==> config.mk <==
export PLATFORM = sky130hd
export DESIGN_NAME = cla_4bit
export DESIGN_NICKNAME = d
export VERILOG_FILES = /design/src/rtl/cla_4bit.sv
export SDC_FILE = /design/constraint.sdc
export NUM_CORES = 1
export LEC_CHECK = 0
export ABC_AREA = 1
export CAP_MARGIN = 25
export CORE_AREA = 3 3 40 42
export DETAILED_ROUTE_END_ITERATION = 6
export DIE_AREA = 0 0 43 45
export REMOVE_ABC_BUFFERS = 1
export SETUP_SLACK_MARGIN = 0.1
export SKIP_CTS_REPAIR_TIMING = 1
export SYNTH_ARGS = -nofsm -noshare
export SYNTH_HDL_FRONTEND = slang
export SYNTH_SLANG_ARGS = --single-unit
==> constraint.sdc <==
create_clock -name clk -period 1.65 [get_ports clk]
set_clock_uncertainty 0.15 [all_clocks]
set_input_delay 0.33 -clock clk [delete_from_list [all_inputs] [get_ports clk]]
set_output_delay 0.33 -clock clk [all_outputs]
set_load 0.005 [all_outputs]
==> src/rtl/cla_4bit.sv <==
// Registered carry-lookahead adder: 4-bit groups with explicit two-level lookahead,
// plus a second-level lookahead over group generate/propagate when WIDTH > 4.
module cla_4bit #(
    parameter int WIDTH = 4,
    parameter int GROUP = 4
) (
    input  logic             clk,
    input  logic             rst_n,
    input  logic [WIDTH-1:0] a,
    input  logic [WIDTH-1:0] b,
    output logic [WIDTH-1:0] sum,
    output logic             cout
);
    localparam int NGRP = WIDTH / GROUP;

    logic [WIDTH-1:0] w_g;
    logic [WIDTH-1:0] w_p;
    logic [WIDTH-1:0] w_c;
    logic [WIDTH-1:0] w_s;
    logic [NGRP-1:0]  w_gg;
    logic [NGRP-1:0]  w_gp;
    logic [NGRP:0]    w_gc;
    logic             w_term;
    logic             w_cin;

    logic [WIDTH-1:0] r_sum;
    logic             r_cout;

    assign w_g   = a & b;
    assign w_p   = a ^ b;
    assign w_cin = 1'b0;

    for (genvar j = 0; j < NGRP; j++) begin : g_grp
        logic [3:0] w_gl;
        logic [3:0] w_pl;
        logic       w_c0;

        assign w_gl = w_g[GROUP*j +: GROUP];
        assign w_pl = w_p[GROUP*j +: GROUP];
        assign w_c0 = w_gc[j];

        // Each carry is a flat sum of products of the group carry-in; no ripple.
        assign w_c[GROUP*j]     = w_c0;
        assign w_c[GROUP*j + 1] = w_gl[0] | (w_pl[0] & w_c0);
        assign w_c[GROUP*j + 2] = w_gl[1] | (w_pl[1] & w_gl[0]) | (w_pl[1] & w_pl[0] & w_c0);
        assign w_c[GROUP*j + 3] = w_gl[2] | (w_pl[2] & w_gl[1]) | (w_pl[2] & w_pl[1] & w_gl[0])
                                | (w_pl[2] & w_pl[1] & w_pl[0] & w_c0);

        assign w_gg[j] = w_gl[3] | (w_pl[3] & w_gl[2]) | (w_pl[3] & w_pl[2] & w_gl[1])
                       | (w_pl[3] & w_pl[2] & w_pl[1] & w_gl[0]);
        assign w_gp[j] = &w_pl;
    end

    // Second-level lookahead: carry into group jj is OR over k<jj of G[k]&P[k+1..jj-1],
    // plus the all-propagate term on the constant carry-in.
    always_comb begin
        w_gc   = '0;
        w_term = 1'b0;
        w_gc[0] = w_cin;
        for (int jj = 1; jj <= NGRP; jj++) begin
            w_term = w_cin;
            for (int m = 0; m < jj; m++) begin
                w_term = w_term & w_gp[m];
            end
            w_gc[jj] = w_term;
            for (int k = 0; k < jj; k++) begin
                w_term = w_gg[k];
                for (int m = k + 1; m < jj; m++) begin
                    w_term = w_term & w_gp[m];
                end
                w_gc[jj] = w_gc[jj] | w_term;
            end
        end
    end

    assign w_s = w_p ^ w_c;

    always_ff @(posedge clk) begin
        if (!rst_n) begin
            r_sum  <= '0;
            r_cout <= 1'b0;
        end else begin
            r_sum  <= w_s;
            r_cout <= w_gc[NGRP];
        end
    end

    assign sum  = r_sum;
    assign cout = r_cout;

endmodule

==> results.json, run 1 <==
{
  "design_area_um2": 499.2,
  "timing.fmax_ghz": 0.6613,
  "cellPowerDensity_nw_per_um2": 744.9,
  "firstDrtPassIters": 1,
  "htreeDepth": 1,
  "grt_pass1_wl_um": 910,
  "top_layer": "met3",
  "required_ps": 1630,
  "grt_usage_pct": 6.500,
  "clk_pin_slew_worst_paths_ps": 40,
  "crit_arrival_ps": 1490,
  "antenna_found_initial": 0,
  "critical_path_peak_fanout": 2,
  "routed-wl-met3_um": 21,
  "ys_ff_latch": 5,
  "synth_cell_types": 10,
  "area_growth_pct": 74.24,
  "layout-drive-gt1-share_pct": 12.07,
  "setup_viol_count_final": 0,
  "wl_per_cell_um": 7.685,
  "syn_area_per_cell_um2": 7.540,
  "drt_wl_total_um": 561,
  "die-area_um2": 1935,
  "core-area_um2": 1285,
  "grt_pass1_vias": 279,
  "maxCapViolCount": 0,
  "dpl_cell_area_um2": 452.9,
  "power_leakage_nw": 0.2699,
  "p_total_w": 0.0003719,
  "vias": 281,
  "postSynthCellCount": 38,
  "cts_made_buffers": 3,
  "hold_viol": 0,
  "crit_start": "a[1]",
  "die_width_um": 43,
  "slew_headroom_pct": 89.77,
  "initial_core_util_pct": 22.30,
  "ioPinCount": 15,
  "drcViolationCount": 0,
  "critical_path_class": "in -> reg",
  "mappedNetlistArea_um2": 286.5,
  "yosys_warnings": 0,
  "drv_slew": 0,
  "status": "completed",
  "cts_root_buf": "clkbuf_4",
  "hold_class": "in -> reg",
  "grt_max_degree": 6,
  "grt_setup_unrepaired": "no",
  "vdd_drop_max_v": 0.0001592,
  "critPathCaptureType": "flip-flop",
  "endpoint": "sum[1]$_SDFF_PN0_",
  "antennaDiodeCount": 0,
  "final.fill_count": 145,
  "gp_congestion": 0.6361,
  "grt_overflow": 0,
  "period_needed_ps": 1512,
  "multi_input_area_um2": 157.7,
  "fin_nets": 74,
  "io_buffers": 14,
  "viasPerCell": 3.849,
  "dpl.hpwl_um": 481.4,
  "first_iter_violations": 0,
  "wl_met1_um": 218,
  "cts_tree": "yes",
  "wl_met2_um": 321,
  "clock_path_buffers": 2,
  "regArea_um2": 100.1,
  "worst_pin_slew_ps": 153.5,
  "ys_seq_area_share_pct": 34.93,
  "period_share_pct": 91.65,
  "dieHeight_um": 45,
  "worst_setup_path_start_kind": "input pin",
  "postRouteAntennaNets": 0,
  "cts_sinks": 5,
  "num_rows": 13
}
cell families after synthesis:
group                      Yosys count  share of synthesized area (%)
AOI/OAI and AO/OA                    2                          3.494
xor gates and xnor gates             1                          3.057
adders and majority gates            5                          24.46
buffers and inverters                9                          11.79
DFF                                  5                          34.94
and+or+nand+nor                     16                          22.27
how the worst min path moves through the flow:
| stage | cells past startpoint | start | slack (ps) | to |
|---|---|---|---|---|
| after floorplan | 2 | rst_n | 280 | sum[0]$_SDFF_PN0_ |
| after global placement | 3 | rst_n | 790 | sum[0]$_SDFF_PN0_ |
| after detailed placement | 3 | rst_n | 790 | sum[0]$_SDFF_PN0_ |
| after CTS | 3 | rst_n | 540 | sum[0]$_SDFF_PN0_ |
| after global routing | 4 | a[0] | 310 | sum[0]$_SDFF_PN0_ |
| final | 4 | a[0] | 280 | sum[0]$_SDFF_PN0_ |
Yosys cell counts:
cell type,number,area [µm²]
a21oi_1,2,10.01
fa_1,1,20.02
xor2_1,1,8.760
ha_1,4,50.05
nand4_1,1,6.260
dfxtp_1,5,100.1
nor2_1,6,22.52
inv_1,9,33.78
nand2_1,8,30.03
nand3_1,1,5.000
registers in the layout (all words and copies together) (netlist names):
register / count
cout: 1
sum: 4
routing by layer:
layer  vias to the layer above  track usage (%)
met3                         0            1.195
met4                         0            7.229
met2                         6            11.98
met5                         -                0
li1                        155                -
met1                       120            5.556
cell usage in the layout, fill, tap and decap left out, drive strengths merged:
cell	n
nand3	1
dfxtp	5
xor2	1
dlymetal6s2s	3
nand2	8
nor2	6
fa	1
a21oi	2
clkdlybuf4s50	11
buf	2
inv	9
nand4	1
clkbuf	4
ha	4
where the power goes:
part | switching [W] | internal [W] | total (W)
sequential | 0.00000273 | 0.000134 | 0.000136
clock | 0.0000444 | 0.0000911 | 0.000135
combinational | 0.0000393 | 0.0000608 | 0.000100
total | 0.0000864 | 0.000286 | 0.000372
through the flow:
stage	setup slack [ps]	utilization [%]	hold WS, ps	setup TNS (ps)	instances
final	137.7	38.85	281.8	0	73
after global routing	103.4	38.85	308.4	0	73
after global placement	-183.7	35.25	790.8	-343.9	68
after CTS	55.43	37.29	543.3	0	72
after floorplan	313.5	-	277.6	0	38
after detailed placement	-197.7	35.25	793.3	-394.7	68
cell type report:
cell class / instances / share of cell area, %
Sequential cell: 5 / 20.05
Multi-Input combinational cell: 24 / 31.58
Clock buffer: 4 / 5.263
Tap cell: 15 / 3.759
Timing Repair Buffer: 16 / 32.58
Inverter: 9 / 6.767
worst max-delay path, cell delays in order:
cell	delay (ps)
clkdlybuf4s50_1	480
inv_1	70
fa_2	560
nor2_1	50
Power figures use the tool's default switching activity.
==> run 2, diff against run 1 <==
Settings changed: SLEW_MARGIN set to 15.
==> results of run 2 <==
Final layout, timing and power as in run 1 (identical DEF).
==> run 3, diff against run 2 <==
Settings changed: CAP_MARGIN 25 to 20, GPL_ROUTABILITY_DRIVEN set to 0.
==> results of run 3 <==
Final layout, timing and power as in run 1 (identical DEF).
